--- src/rtl/instruction_decoder_pkg.sv ---
// rtl/instruction_decoder_pkg.sv - shared encodings for the decode stage
// Purpose: fetch-state encodings, opcode and ALU function codes, instruction
// field positions and the buffer entry / control-strobe record types.
package instruction_decoder_pkg;

  typedef enum logic [1:0] {
    S0 = 2'b00,
    S1 = 2'b01,
    S2 = 2'b10
  } fetch_state_e;

  localparam logic [5:0] OP_NOP  = 6'h00;
  localparam logic [5:0] OP_ADD  = 6'h01;
  localparam logic [5:0] OP_SUB  = 6'h02;
  localparam logic [5:0] OP_AND  = 6'h03;
  localparam logic [5:0] OP_OR   = 6'h04;
  localparam logic [5:0] OP_XOR  = 6'h05;
  localparam logic [5:0] OP_SLL  = 6'h06;
  localparam logic [5:0] OP_SRL  = 6'h07;
  localparam logic [5:0] OP_ADDI = 6'h08;
  localparam logic [5:0] OP_LW   = 6'h09;
  localparam logic [5:0] OP_SW   = 6'h0A;
  localparam logic [5:0] OP_BEQ  = 6'h0B;
  localparam logic [5:0] OP_HALT = 6'h3F;

  localparam logic [3:0] ALU_ADD = 4'd0;
  localparam logic [3:0] ALU_SUB = 4'd1;
  localparam logic [3:0] ALU_AND = 4'd2;
  localparam logic [3:0] ALU_OR  = 4'd3;
  localparam logic [3:0] ALU_XOR = 4'd4;
  localparam logic [3:0] ALU_SLL = 4'd5;
  localparam logic [3:0] ALU_SRL = 4'd6;

  localparam int OPCODE_HI = 31;
  localparam int OPCODE_LO = 26;
  localparam int RD_HI     = 25;
  localparam int RD_LO     = 21;
  localparam int RS_HI     = 20;
  localparam int RS_LO     = 16;
  localparam int RT_HI     = 15;
  localparam int RT_LO     = 11;
  localparam int IMM_HI    = 15;
  localparam int IMM_LO    = 0;

  localparam int ENTRY_W = 48;

  typedef struct packed {
    logic [31:0] instr;
    logic [15:0] pc;
  } entry_t;

  typedef struct packed {
    logic [3:0] alu_op;
    logic       use_imm;
    logic       reg_write;
    logic       mem_read;
    logic       mem_write;
    logic       branch;
    logic       illegal;
  } ctrl_t;

endpackage

--- src/rtl/instruction_decoder_if.sv ---
// rtl/instruction_decoder_if.sv - issue bus between decode and register bank / ALU
// Purpose: valid/ready issue handshake plus the decoded head instruction.
// master: decode stage (drives everything except issue_ready)
// slave : consumer (drives issue_ready)
interface instruction_decoder_if;
  logic        issue_valid;
  logic        issue_ready;
  logic [5:0]  opcode;
  logic [4:0]  rd;
  logic [4:0]  rs;
  logic [4:0]  rt;
  logic [15:0] imm;
  logic [3:0]  alu_op;
  logic        use_imm;
  logic        reg_write;
  logic        mem_read;
  logic        mem_write;
  logic        branch;
  logic        illegal;
  logic [15:0] instr_pc;

  modport master (
    output issue_valid, opcode, rd, rs, rt, imm, alu_op, use_imm,
           reg_write, mem_read, mem_write, branch, illegal, instr_pc,
    input  issue_ready
  );

  modport slave (
    input  issue_valid, opcode, rd, rs, rt, imm, alu_op, use_imm,
           reg_write, mem_read, mem_write, branch, illegal, instr_pc,
    output issue_ready
  );
endinterface

--- src/rtl/instruction_decoder_decode_fifo.sv ---
// rtl/instruction_decoder_decode_fifo.sv - small synchronous FIFO holding fetched entries
// Purpose: DEPTH-entry FIFO with flush and simultaneous push/pop.
// Ports: clk, reset (async active-low), flush (clears contents), push/wdata,
//        pop, rdata (head, combinational), full, empty.
module decode_fifo #(
  parameter int DEPTH = 2,
  parameter int WIDTH = 48
) (
  input  logic             clk,
  input  logic             reset,
  input  logic             flush,
  input  logic             push,
  input  logic [WIDTH-1:0] wdata,
  input  logic             pop,
  output logic [WIDTH-1:0] rdata,
  output logic             full,
  output logic             empty
);

  localparam int AW = $clog2(DEPTH);
  localparam logic [AW:0] PTR_ONE = {{AW{1'b0}}, 1'b1};

  // Pointers carry one extra wrap bit so full and empty are distinguishable.
  logic [AW:0]      wr_ptr_q, wr_ptr_d;
  logic [AW:0]      rd_ptr_q, rd_ptr_d;
  logic [WIDTH-1:0] mem_q [DEPTH];
  logic [WIDTH-1:0] mem_d [DEPTH];
  logic             do_push;
  logic             do_pop;

  assign empty = (wr_ptr_q == rd_ptr_q);
  assign full  = (wr_ptr_q[AW] != rd_ptr_q[AW]) &&
                 (wr_ptr_q[AW-1:0] == rd_ptr_q[AW-1:0]);
  assign rdata = mem_q[rd_ptr_q[AW-1:0]];

  always_comb begin
    mem_d    = mem_q;
    wr_ptr_d = wr_ptr_q;
    rd_ptr_d = rd_ptr_q;
    do_pop   = pop && !empty;
    // A push into a full FIFO is only safe when the head leaves on the same edge.
    do_push  = push && (!full || do_pop);
    if (flush) begin
      wr_ptr_d = '0;
      rd_ptr_d = '0;
    end else begin
      if (do_push) begin
        mem_d[wr_ptr_q[AW-1:0]] = wdata;
        wr_ptr_d = wr_ptr_q + PTR_ONE;
      end
      if (do_pop) begin
        rd_ptr_d = rd_ptr_q + PTR_ONE;
      end
    end
  end

  always_ff @(posedge clk or negedge reset) begin
    if (!reset) begin
      wr_ptr_q <= '0;
      rd_ptr_q <= '0;
      for (int i = 0; i < DEPTH; i++) begin
        mem_q[i] <= '0;
      end
    end else begin
      wr_ptr_q <= wr_ptr_d;
      rd_ptr_q <= rd_ptr_d;
      for (int i = 0; i < DEPTH; i++) begin
        mem_q[i] <= mem_d[i];
      end
    end
  end

endmodule

--- src/rtl/instruction_decoder.sv ---
// rtl/instruction_decoder.sv - decode stage behind the 3-state fetch machine
// Purpose: captures each fetched instruction with its PC, decodes the buffer
// head and issues it over a valid/ready handshake.
// Ports: clk, reset (async active-low); instruction_in, fetch_state, pc_in from
//        fetch; issue (master modport: handshake + decoded fields/strobes);
//        halted, overflow (sticky dropped capture), instr_count (completed issues).
module instruction_decoder
  import instruction_decoder_pkg::*;
#(
  parameter int DEPTH = 2,
  parameter int CNT_W = 16
) (
  input  logic                   clk,
  input  logic                   reset,
  input  logic [31:0]            instruction_in,
  input  logic [1:0]             fetch_state,
  input  logic [15:0]            pc_in,
  instruction_decoder_if.master  issue,
  output logic                   halted,
  output logic                   overflow,
  output logic [CNT_W-1:0]       instr_count
);

  logic [1:0]       fetch_state_q, fetch_state_d;
  logic             halted_q, halted_d;
  logic             overflow_q, overflow_d;
  logic [CNT_W-1:0] instr_count_q, instr_count_d;

  entry_t           head;
  entry_t           new_entry;
  logic [ENTRY_W-1:0] head_raw;
  logic             full;
  logic             empty;
  logic             valid;
  logic             capture;
  logic             take;
  logic             push;
  logic             pop;
  logic             flush;
  logic [5:0]       head_op;
  ctrl_t            ctrl;

  // The fetch machine leaves S2 for S0 exactly once per instruction; that
  // transition is the only point where instruction_in is guaranteed stable.
  assign capture = (fetch_state == S0) && (fetch_state_q == S2);

  assign valid   = !empty && !halted_q;
  assign pop     = valid && issue.issue_ready;
  assign head_op = head.instr[OPCODE_HI:OPCODE_LO];
  // A retiring HALT empties the buffer, including anything pushed the same edge.
  assign flush   = pop && (head_op == OP_HALT);
  assign take    = capture && !halted_q && !flush;
  assign push    = take && (!full || pop);

  // pc_in has already been incremented by fetch; store the instruction's own address.
  assign new_entry.instr = instruction_in;
  assign new_entry.pc    = pc_in - 16'd1;
  assign head            = entry_t'(head_raw);

  decode_fifo #(
    .DEPTH (DEPTH),
    .WIDTH (ENTRY_W)
  ) u_fifo (
    .clk   (clk),
    .reset (reset),
    .flush (flush),
    .push  (push),
    .wdata (new_entry),
    .pop   (pop),
    .rdata (head_raw),
    .full  (full),
    .empty (empty)
  );

  always_comb begin
    ctrl = '0;
    case (head_op)
      OP_NOP:  ;
      OP_ADD:  begin ctrl.alu_op = ALU_ADD; ctrl.reg_write = 1'b1; end
      OP_SUB:  begin ctrl.alu_op = ALU_SUB; ctrl.reg_write = 1'b1; end
      OP_AND:  begin ctrl.alu_op = ALU_AND; ctrl.reg_write = 1'b1; end
      OP_OR:   begin ctrl.alu_op = ALU_OR;  ctrl.reg_write = 1'b1; end
      OP_XOR:  begin ctrl.alu_op = ALU_XOR; ctrl.reg_write = 1'b1; end
      OP_SLL:  begin ctrl.alu_op = ALU_SLL; ctrl.reg_write = 1'b1; end
      OP_SRL:  begin ctrl.alu_op = ALU_SRL; ctrl.reg_write = 1'b1; end
      OP_ADDI: begin
        ctrl.alu_op    = ALU_ADD;
        ctrl.use_imm   = 1'b1;
        ctrl.reg_write = 1'b1;
      end
      OP_LW: begin
        ctrl.alu_op    = ALU_ADD;
        ctrl.use_imm   = 1'b1;
        ctrl.reg_write = 1'b1;
        ctrl.mem_read  = 1'b1;
      end
      OP_SW: begin
        ctrl.alu_op    = ALU_ADD;
        ctrl.use_imm   = 1'b1;
        ctrl.mem_write = 1'b1;
      end
      OP_BEQ:  begin ctrl.alu_op = ALU_SUB; ctrl.branch = 1'b1; end
      OP_HALT: ;
      default: ctrl.illegal = 1'b1;
    endcase
  end

  // Everything is forced to zero while nothing is offered, so idle outputs are stable.
  assign issue.issue_valid = valid;
  assign issue.opcode      = valid ? head_op : '0;
  assign issue.rd          = valid ? head.instr[RD_HI:RD_LO] : '0;
  assign issue.rs          = valid ? head.instr[RS_HI:RS_LO] : '0;
  assign issue.rt          = valid ? head.instr[RT_HI:RT_LO] : '0;
  assign issue.imm         = valid ? head.instr[IMM_HI:IMM_LO] : '0;
  assign issue.instr_pc    = valid ? head.pc : '0;
  assign issue.alu_op      = valid ? ctrl.alu_op : '0;
  assign issue.use_imm     = valid && ctrl.use_imm;
  assign issue.reg_write   = valid && ctrl.reg_write;
  assign issue.mem_read    = valid && ctrl.mem_read;
  assign issue.mem_write   = valid && ctrl.mem_write;
  assign issue.branch      = valid && ctrl.branch;
  assign issue.illegal     = valid && ctrl.illegal;

  always_comb begin
    fetch_state_d = fetch_state;
    halted_d      = halted_q | flush;
    overflow_d    = overflow_q | (take && full && !pop);
    instr_count_d = instr_count_q;
    if (pop) begin
      instr_count_d = instr_count_q + {{(CNT_W-1){1'b0}}, 1'b1};
    end
  end

  always_ff @(posedge clk or negedge reset) begin
    if (!reset) begin
      fetch_state_q <= S0;
      halted_q      <= 1'b0;
      overflow_q    <= 1'b0;
      instr_count_q <= '0;
    end else begin
      fetch_state_q <= fetch_state_d;
      halted_q      <= halted_d;
      overflow_q    <= overflow_d;
      instr_count_q <= instr_count_d;
    end
  end

  assign halted      = halted_q;
  assign overflow    = overflow_q;
  assign instr_count = instr_count_q;

endmodule

--- src/flat_wrapper.sv ---
// flat-port wrapper written by rule: the top's interface ports become plain ports
module instruction_decoder_flat import instruction_decoder_pkg::*;
#(
  parameter int DEPTH = 2,
  parameter int CNT_W = 16
)
  (clk, reset, instruction_in, fetch_state, pc_in, halted, overflow, instr_count, issue_issue_valid, issue_opcode, issue_rd, issue_rs, issue_rt, issue_imm, issue_alu_op, issue_use_imm, issue_reg_write, issue_mem_read, issue_mem_write, issue_branch, issue_illegal, issue_instr_pc, issue_issue_ready);
  instruction_decoder_if issue_i ();
  input  logic clk;
  input  logic reset;
  input  logic [31:0] instruction_in;
  input  logic [1:0] fetch_state;
  input  logic [15:0] pc_in;
  output logic halted;
  output logic overflow;
  output logic [CNT_W-1:0] instr_count;
  output wire logic [$bits(issue_i.issue_valid)-1:0] issue_issue_valid;
  output wire logic [$bits(issue_i.opcode)-1:0] issue_opcode;
  output wire logic [$bits(issue_i.rd)-1:0] issue_rd;
  output wire logic [$bits(issue_i.rs)-1:0] issue_rs;
  output wire logic [$bits(issue_i.rt)-1:0] issue_rt;
  output wire logic [$bits(issue_i.imm)-1:0] issue_imm;
  output wire logic [$bits(issue_i.alu_op)-1:0] issue_alu_op;
  output wire logic [$bits(issue_i.use_imm)-1:0] issue_use_imm;
  output wire logic [$bits(issue_i.reg_write)-1:0] issue_reg_write;
  output wire logic [$bits(issue_i.mem_read)-1:0] issue_mem_read;
  output wire logic [$bits(issue_i.mem_write)-1:0] issue_mem_write;
  output wire logic [$bits(issue_i.branch)-1:0] issue_branch;
  output wire logic [$bits(issue_i.illegal)-1:0] issue_illegal;
  output wire logic [$bits(issue_i.instr_pc)-1:0] issue_instr_pc;
  input wire logic [$bits(issue_i.issue_ready)-1:0] issue_issue_ready;
  assign issue_issue_valid = issue_i.issue_valid;
  assign issue_opcode = issue_i.opcode;
  assign issue_rd = issue_i.rd;
  assign issue_rs = issue_i.rs;
  assign issue_rt = issue_i.rt;
  assign issue_imm = issue_i.imm;
  assign issue_alu_op = issue_i.alu_op;
  assign issue_use_imm = issue_i.use_imm;
  assign issue_reg_write = issue_i.reg_write;
  assign issue_mem_read = issue_i.mem_read;
  assign issue_mem_write = issue_i.mem_write;
  assign issue_branch = issue_i.branch;
  assign issue_illegal = issue_i.illegal;
  assign issue_instr_pc = issue_i.instr_pc;
  assign issue_i.issue_ready = issue_issue_ready;
  instruction_decoder #(.DEPTH(DEPTH), .CNT_W(CNT_W)) u_core (.clk(clk), .reset(reset), .instruction_in(instruction_in), .fetch_state(fetch_state), .pc_in(pc_in), .issue(issue_i), .halted(halted), .overflow(overflow), .instr_count(instr_count));
endmodule
--- config.mk ---
export PLATFORM = sky130hd
export DESIGN_NAME = instruction_decoder_flat
export DESIGN_NICKNAME = d
export VERILOG_FILES = /design/src/rtl/instruction_decoder_pkg.sv /design/src/rtl/instruction_decoder_if.sv /design/src/rtl/instruction_decoder_decode_fifo.sv /design/src/rtl/instruction_decoder.sv /design/src/flat_wrapper.sv
export SDC_FILE = /design/constraint.sdc
export NUM_CORES = 1
export LEC_CHECK = 0
export CAP_MARGIN = 20
export CELL_PAD_IN_SITES_DETAIL_PLACEMENT = 1
export CELL_PAD_IN_SITES_GLOBAL_PLACEMENT = 1
export CORE_MARGIN = 5
export CORE_UTILIZATION = 40
export CTS_BUF_LIST = sky130_fd_sc_hd__clkbuf_16
export DETAILED_ROUTE_END_ITERATION = 10
export GPL_ROUTABILITY_DRIVEN = 0
export GPL_TIMING_DRIVEN = 0
export PLACE_DENSITY_LB_ADDON = 0.1
export SLEW_MARGIN = 15
export SYNTH_ARGS = -nofsm -noshare
export SYNTH_HDL_FRONTEND = slang
export SYNTH_SLANG_ARGS = --single-unit
--- constraint.sdc ---
create_clock -name clk -period 2.78 [get_ports clk]
set_input_delay 0.278 -clock clk [delete_from_list [all_inputs] [get_ports clk]]
set_output_delay 0.278 -clock clk [all_outputs]
set_load 0.1 [all_outputs]
* After elaboration in Yosys (flattened, before gate mapping)
Index checks and enable logic that the tools add are counted.
** Word-level totals
- Flip-flop bits (word level) :: 120
- Latch bits :: 0
- Bits in writable memories :: 0
- Bits in read-only memories :: 0
- Output and inout port bits :: 82
- Logic and storage cells :: 95
- Memories :: 0
** Operators by class
- Add/sub/neg operators :: 4
- $mul :: 0
- Div/mod/pow operators :: 0
- Order comparisons :: 3
- Equal/unequal tests :: 16
- Shift operators :: 0
- Mux-type cells :: 24
- Bitwise logic cells :: 5
- Reductions and logical operators :: 35
** Operator list (number)
- 48-bit 2-to-1 mux :: 4
- 96-bit bitwise mux :: 1
- 48-bit demux with 1-bit select :: 1
- 16-bit 2-to-1 mux :: 2
- 6-bit by 3-bit equality test with 1-bit output (second input constant) :: 4
- 6-bit by 4-bit equality test with 1-bit output (second input constant) :: 4
- 1-bit logical AND :: 19
- 3-bit one-hot mux with 6 select lines :: 1
- 16-bit by 1-bit adder with 16-bit output (second input constant) :: 1
- 16-bit by 1-bit subtractor with 16-bit output (second input constant) :: 1
- 5-bit 2-to-1 mux :: 3
- 13-bit OR reduction :: 1
- 6-bit by 2-bit equality test with 1-bit output (second input constant) :: 2
- 9-bit OR reduction :: 1
- 2-bit 2-to-1 mux :: 4
- 6-bit by 1-bit equality test with 1-bit output (second input constant) :: 1
- 6-bit equality test (second input constant) :: 1
- 6-bit zero test :: 1
- 1-bit 2-to-1 mux :: 6
- 6-bit 2-to-1 mux :: 1
- 1-bit zero test :: 5
- 2-bit by 1-bit adder with 2-bit output (second input constant) :: 2
- 2-bit greater-or-equal comparator (second input constant) :: 2
- 1-bit inverter with 2-bit output :: 2
- 14 further kinds :: 17

* Longest topological paths before layout
- Depth in word-level cells :: 12
- Mapped depth :: 7

* Hierarchy
A second synthesis with hierarchy kept.
** Unflattened totals
- Cells, all modules :: 492
- Area, all modules :: 6180.9 um^2
** By module, submodules not included
- decode_fifo :: instances 1, cells an instance 292, area an instance 4530.6 um^2, sequential area each 2502.4 um^2
- instruction_decoder :: instances 1, cells an instance 200, area an instance 1650.3 um^2, sequential area each 500.5 um^2

* Worst setup path before layout
No wires, ideal clock.
- Kind :: register to output
- From :: register u_core.halted_q, in the netlist u_core.halted
- To :: output port issue_mem_read
- Arrival time :: 4.359 ns
- Data required time :: 2.502 ns
- Path slack :: -1.857 ns
- Stages on the path, launching flop included :: 6
- Path buffers :: 0
- Cells stage by stage :: dfrtp_1 a21o_1 inv_1 nand2_1 or3_1 nor3_1
** Between the ends
- Longest elaborated chain between the ends :: 3
** Ends and longest elaborated chain
- start: declaration :: RTL line instruction_decoder.sv:25 : logic halted_q, halted_d;
- start signal: assignment :: RTL line instruction_decoder.sv:142 : halted_q <= halted_d;
- 1-bit zero test :: RTL line instruction_decoder.sv:47 : assign valid = !empty && !halted_q;
- 1-bit logical AND :: RTL line instruction_decoder.sv:47
- via issue_issue_valid :: RTL line flat_wrapper.sv:17 : output wire logic [$bits(issue_i.issue_valid)-1:0] issue_issue_valid;
- 1-bit logical AND :: RTL line instruction_decoder.sv:119 : assign issue.mem_read = valid && ctrl.mem_read;
- end: declaration :: RTL line flat_wrapper.sv:26 : output wire logic [$bits(issue_i.mem_read)-1:0] issue_mem_read;
The timed path passes the listed nets, and every way through them passes these cells.

* Worst setup path in the final report
- From :: register u_core.u_fifo.rd_ptr_q[0]
- To :: output port issue_rt[4]
** Between the ends
- Longest elaborated chain between the ends :: 5
- Elaborated cells on any way between the ends :: 8
** Ends and longest elaborated chain
- start: declaration :: RTL line instruction_decoder_decode_fifo.sv:25 : logic [AW:0] rd_ptr_q, rd_ptr_d;
- start signal: assignment :: RTL line instruction_decoder_decode_fifo.sv:66 : rd_ptr_q <= rd_ptr_d;
- 1-bit inverter with 2-bit output (not written as such) :: RTL line instruction_decoder_decode_fifo.sv:34 : assign rdata = mem_q[rd_ptr_q[AW-1:0]];
- 48-bit 2-to-1 mux (not written as such) (3 in series) :: RTL line instruction_decoder_decode_fifo.sv:34
- 5-bit 2-to-1 mux (*) :: RTL line instruction_decoder.sv:113 : assign issue.rt = valid ? head.instr[RT_HI:RT_LO] : '0;
- end: declaration :: RTL line flat_wrapper.sv:21 : output wire logic [$bits(issue_i.rt)-1:0] issue_rt;
Every way passes the cells marked *; elsewhere a longest branch is shown, timed or not. The select of a mux whose other input is x is not followed.

==> flow_metrics.tcl <==
set metrics [dict create \
    cp_slowest_stage_delay_ps 540 \
    drt_wl_total_mm 15.8 \
    insertedDiodeCount 0 \
    p_switching_mw 5.51 \
    antenna_found_initial 0 \
    clk_path_buf_depth 2 \
    netlist_instances 491 \
    initial_core_util_pct 40.8 \
    fin_skew_ps 9.40 \
    cp_num_buf_inv 3 \
    r2r_start "u_core.u_fifo.rd_ptr_q[0]$_DFFE_PN0P_" \
    slowest_stage "clkdlybuf4s15_2" \
    power_mw 11.0 \
    drc_errors 0 \
    drive_above_1_share_pct 36.2 \
    hold_class "in2reg" \
    clock_sink_count 120 \
    pwr-share-clk_pct 18.6 \
    cts_root_buf "clkbuf_16" \
    yosysWarnings 0 \
    status "completed" \
    timing.setup.tns_ps 0 \
    grt-ovfl-total 0 \
    antenna_left 0 \
    fp.dieArea_um2 17400 \
    via_per_inst 5.11 \
    grt_usage_pct 18.2 \
    dpl.hpwl_mm 11.4 \
    clk_pin_slew_ps 50 \
    grt_pass1_vias 4847 \
    ys.flop_type "dfrtp_1" \
    dr.pass1.iters 4 \
    layout_setup_ws_ps 74.4 \
    hold_depth 1 \
    worst_pin_slew_ps 976 \
    critical_path_arrival_ps 2430 \
    drt_iter0_drc 94 \
    ir_worst_vdd_uv 691 \
    seqPwrFrac_pct 26.6 \
    yosysTopAreaCellShare_pct 50.7 \
    reg2reg_to "u_core.u_fifo.mem_q[88]$_DFFE_PN0P_" \
    r2r_slack_ps 290 \
    synth-seq-area-share_pct 50.7 \
    drv_cap 0 \
    total_leakage_power_nw 3.84 \
    fmax_mhz 370 \
    cp_top_family "buffers and inverters" \
    reg2reg_depth 7 \
    synth_nets 546 \
    post-synth-top-count-cell "dfrtp_1" \
    relSlewSlack_pct 34.7 \
    comb_power_share_pct 54.8 \
    setup_violations 0 \
    period_share_pct 97.3 \
    endpoint_kind "primary output" \
    slew_viol_final 0 \
    crit_path_max_fanout 10 \
    core_area_um2 14500 \
    crit_required_ps 2500 \
    wl_per_cell_um 18.8 \
    worstSetupPathType "reg2out" \
    worstSkewPairLatency_ps 410 \
    hold_start "fetch_state[0]" \
    synthArstFlopShare_pct 100 \
    layout.nets 700 \
    synth-seq-cells 120 \
    cts_buffers 17 \
    grt_pass1_wl_mm 25.6 \
    multi_input_comb_area_um2 2950 \
    avgSynthCellArea_um2 12.1 \
    yosys.area.top_type "dfrtp_1" \
    start_kind "flip-flop" \
    p_int_mw 5.45 \
    htree_levels 4 \
    min_period_ps 2710 \
    p_per_area_nw_per_um2 1330 \
    area_delta_synth_final_pct 38.9 \
    synth_common_cells "dfrtp_1, nor2_1, mux2_2, mux2i_1, mux2_1" \
    grt_max_degree 67 \
    crit_start "u_core.u_fifo.rd_ptr_q[0]$_DFFE_PN0P_" \
    cts_tree "done" \
    yosys-top-cells-area "dfrtp_1, mux2_2, mux2i_1" \
    io_buffers 133 \
    regArea_um2 3010 \
    pin_count 135 \
    path_cells "xnor2_4 -> a21o_4 -> clkbuf_4 -> nor2_2 -> buf_4 -> clkdlybuf4s15_2" \
    hold_viol 0 \
    dieHeight_um 132 \
    die_w_um 132 \
    vias 4299 \
    yosysUniqueCellTypes 41 \
    fill_cells 1503 \
    rows 44 \
    switching_share_pct 50.3 \
    place_ws_ps -1230 \
    hold_end "u_core.fetch_state_q[0]$_DFF_PN0_" \
    synth_area_um2 5930 \
    synth_edf_count 0 \
]
## cell type report
cell class	count	share of cell area, %
clock buffers	17	5.17
flip-flops and latches	120	36.5
inverters	5	0.273
plain buffers	30	2.83
clock inverters	14	1.43
repair buffers	135	15.2
well taps	184	2.80
multi-input cells	336	35.8
## metrics by stage
step                utilization [%]  instance area (um^2)  hold WS (ps)  instances
floorplan                         -                  6090         -17.6        491
global placement               52.7                  7660           454        808
detailed placement             52.9                  7680           274        809
CTS                            56.3                  8190           340        841
global route                   56.7                  8240           337        841
finish                         56.7                  8240           356        841
## kinds of logic (layout without fill, tap and decap cells)
logic type | after synthesis | in the layout | synth area share, %
buffers and inverters | 35 | 201 | 3.55
AO/OA/AOI/OAI | 20 | 20 | 2.34
XOR/XNOR | 34 | 34 | 5.02
multiplexers | 146 | 146 | 27.9
other | 1 | 1 | 0.0633
adder cells (fa/ha/maj) | 2 | 2 | 0.422
AND/OR/NAND/NOR | 133 | 133 | 10.0
flip-flops | 120 | 120 | 50.7
## power groups by stage
stage | Combinational [mW] | Clock (mW) | Sequential [mW]
6_report | 6.01 | 2.04 | 2.92
5_1_grt | 6.31 | 2.16 | 2.99
4_1_cts | 5.99 | 2.08 | 2.90
3_5_place_dp | 6.06 | 0 | 2.90
3_3_place_gp | 5.96 | 0 | 2.83
2_1_floorplan | 4.44 | 0 | 3.08
## timing repair
action                                 4_1_cts  5_1_grt
hold buffers                                 1        0
resized for setup                          298       21
buffers inserted                             0        0
pin swaps                                    0        1
setup endpoints to repair                   63       29
endpoints found under the hold margin       54        0
## worst max-delay path by stage
stage | to | slack [ps] | depth (start not counted)
2_1_floorplan | issue_mem_read | -290 | 5
4_1_cts | issue_reg_write | 3 | 5
5_1_grt | issue_imm[10] | -9 | 6
3_3_place_gp | u_core.halted$_DFF_PN0_ | -3990 | 1
6_report | issue_rt[4] | 70 | 6
3_5_place_dp | issue_rt[2] | -1230 | 7
## metal layers
metal / GRT usage (%) / share of wire [%]
met1: 22.9 / 44
met2: 31.1 / 51
met3: 4.66 / 3.9
met4: 5.37 / 1.2
met5: 0 / 0
## cell usage in the layout (no fill, tap or decap), types with 8 or more instances in the layout
cell type and n:
clkdlybuf4s15_2 20, mux2_2 49, xor2_1 13, buf_2 31, clkbuf_4 8, xnor2_1 19, nand3_1 11, mux2_4 19
clkbuf_16 17, clkdlybuf4s50_1 69, nor2_1 36, mux2_1 30, nor2_2 27, nand2_1 21, mux2i_1 45, dfrtp_1 118
buf_4 16
## flip-flops by register name, indices dropped and copies added (netlist names)
name	flops
u_core.fetch_state_q	2
u_core.instr_count	16
u_core.u_fifo.rd_ptr_q	2
u_core.u_fifo.mem_q	96
u_core.overflow	1
u_core.u_fifo.wr_ptr_q	2
u_core.halted	1
## worst register-to-register path: stages, from the launching register on
cell and delay (ps):
dfrtp_2 500, mux2_2 450, nand2_1 280, a211oi_4 110
or3_4 400, buf_6 160, buf_6 170, mux2_4 310
Note: power is estimated with default switching activity, not from simulation.
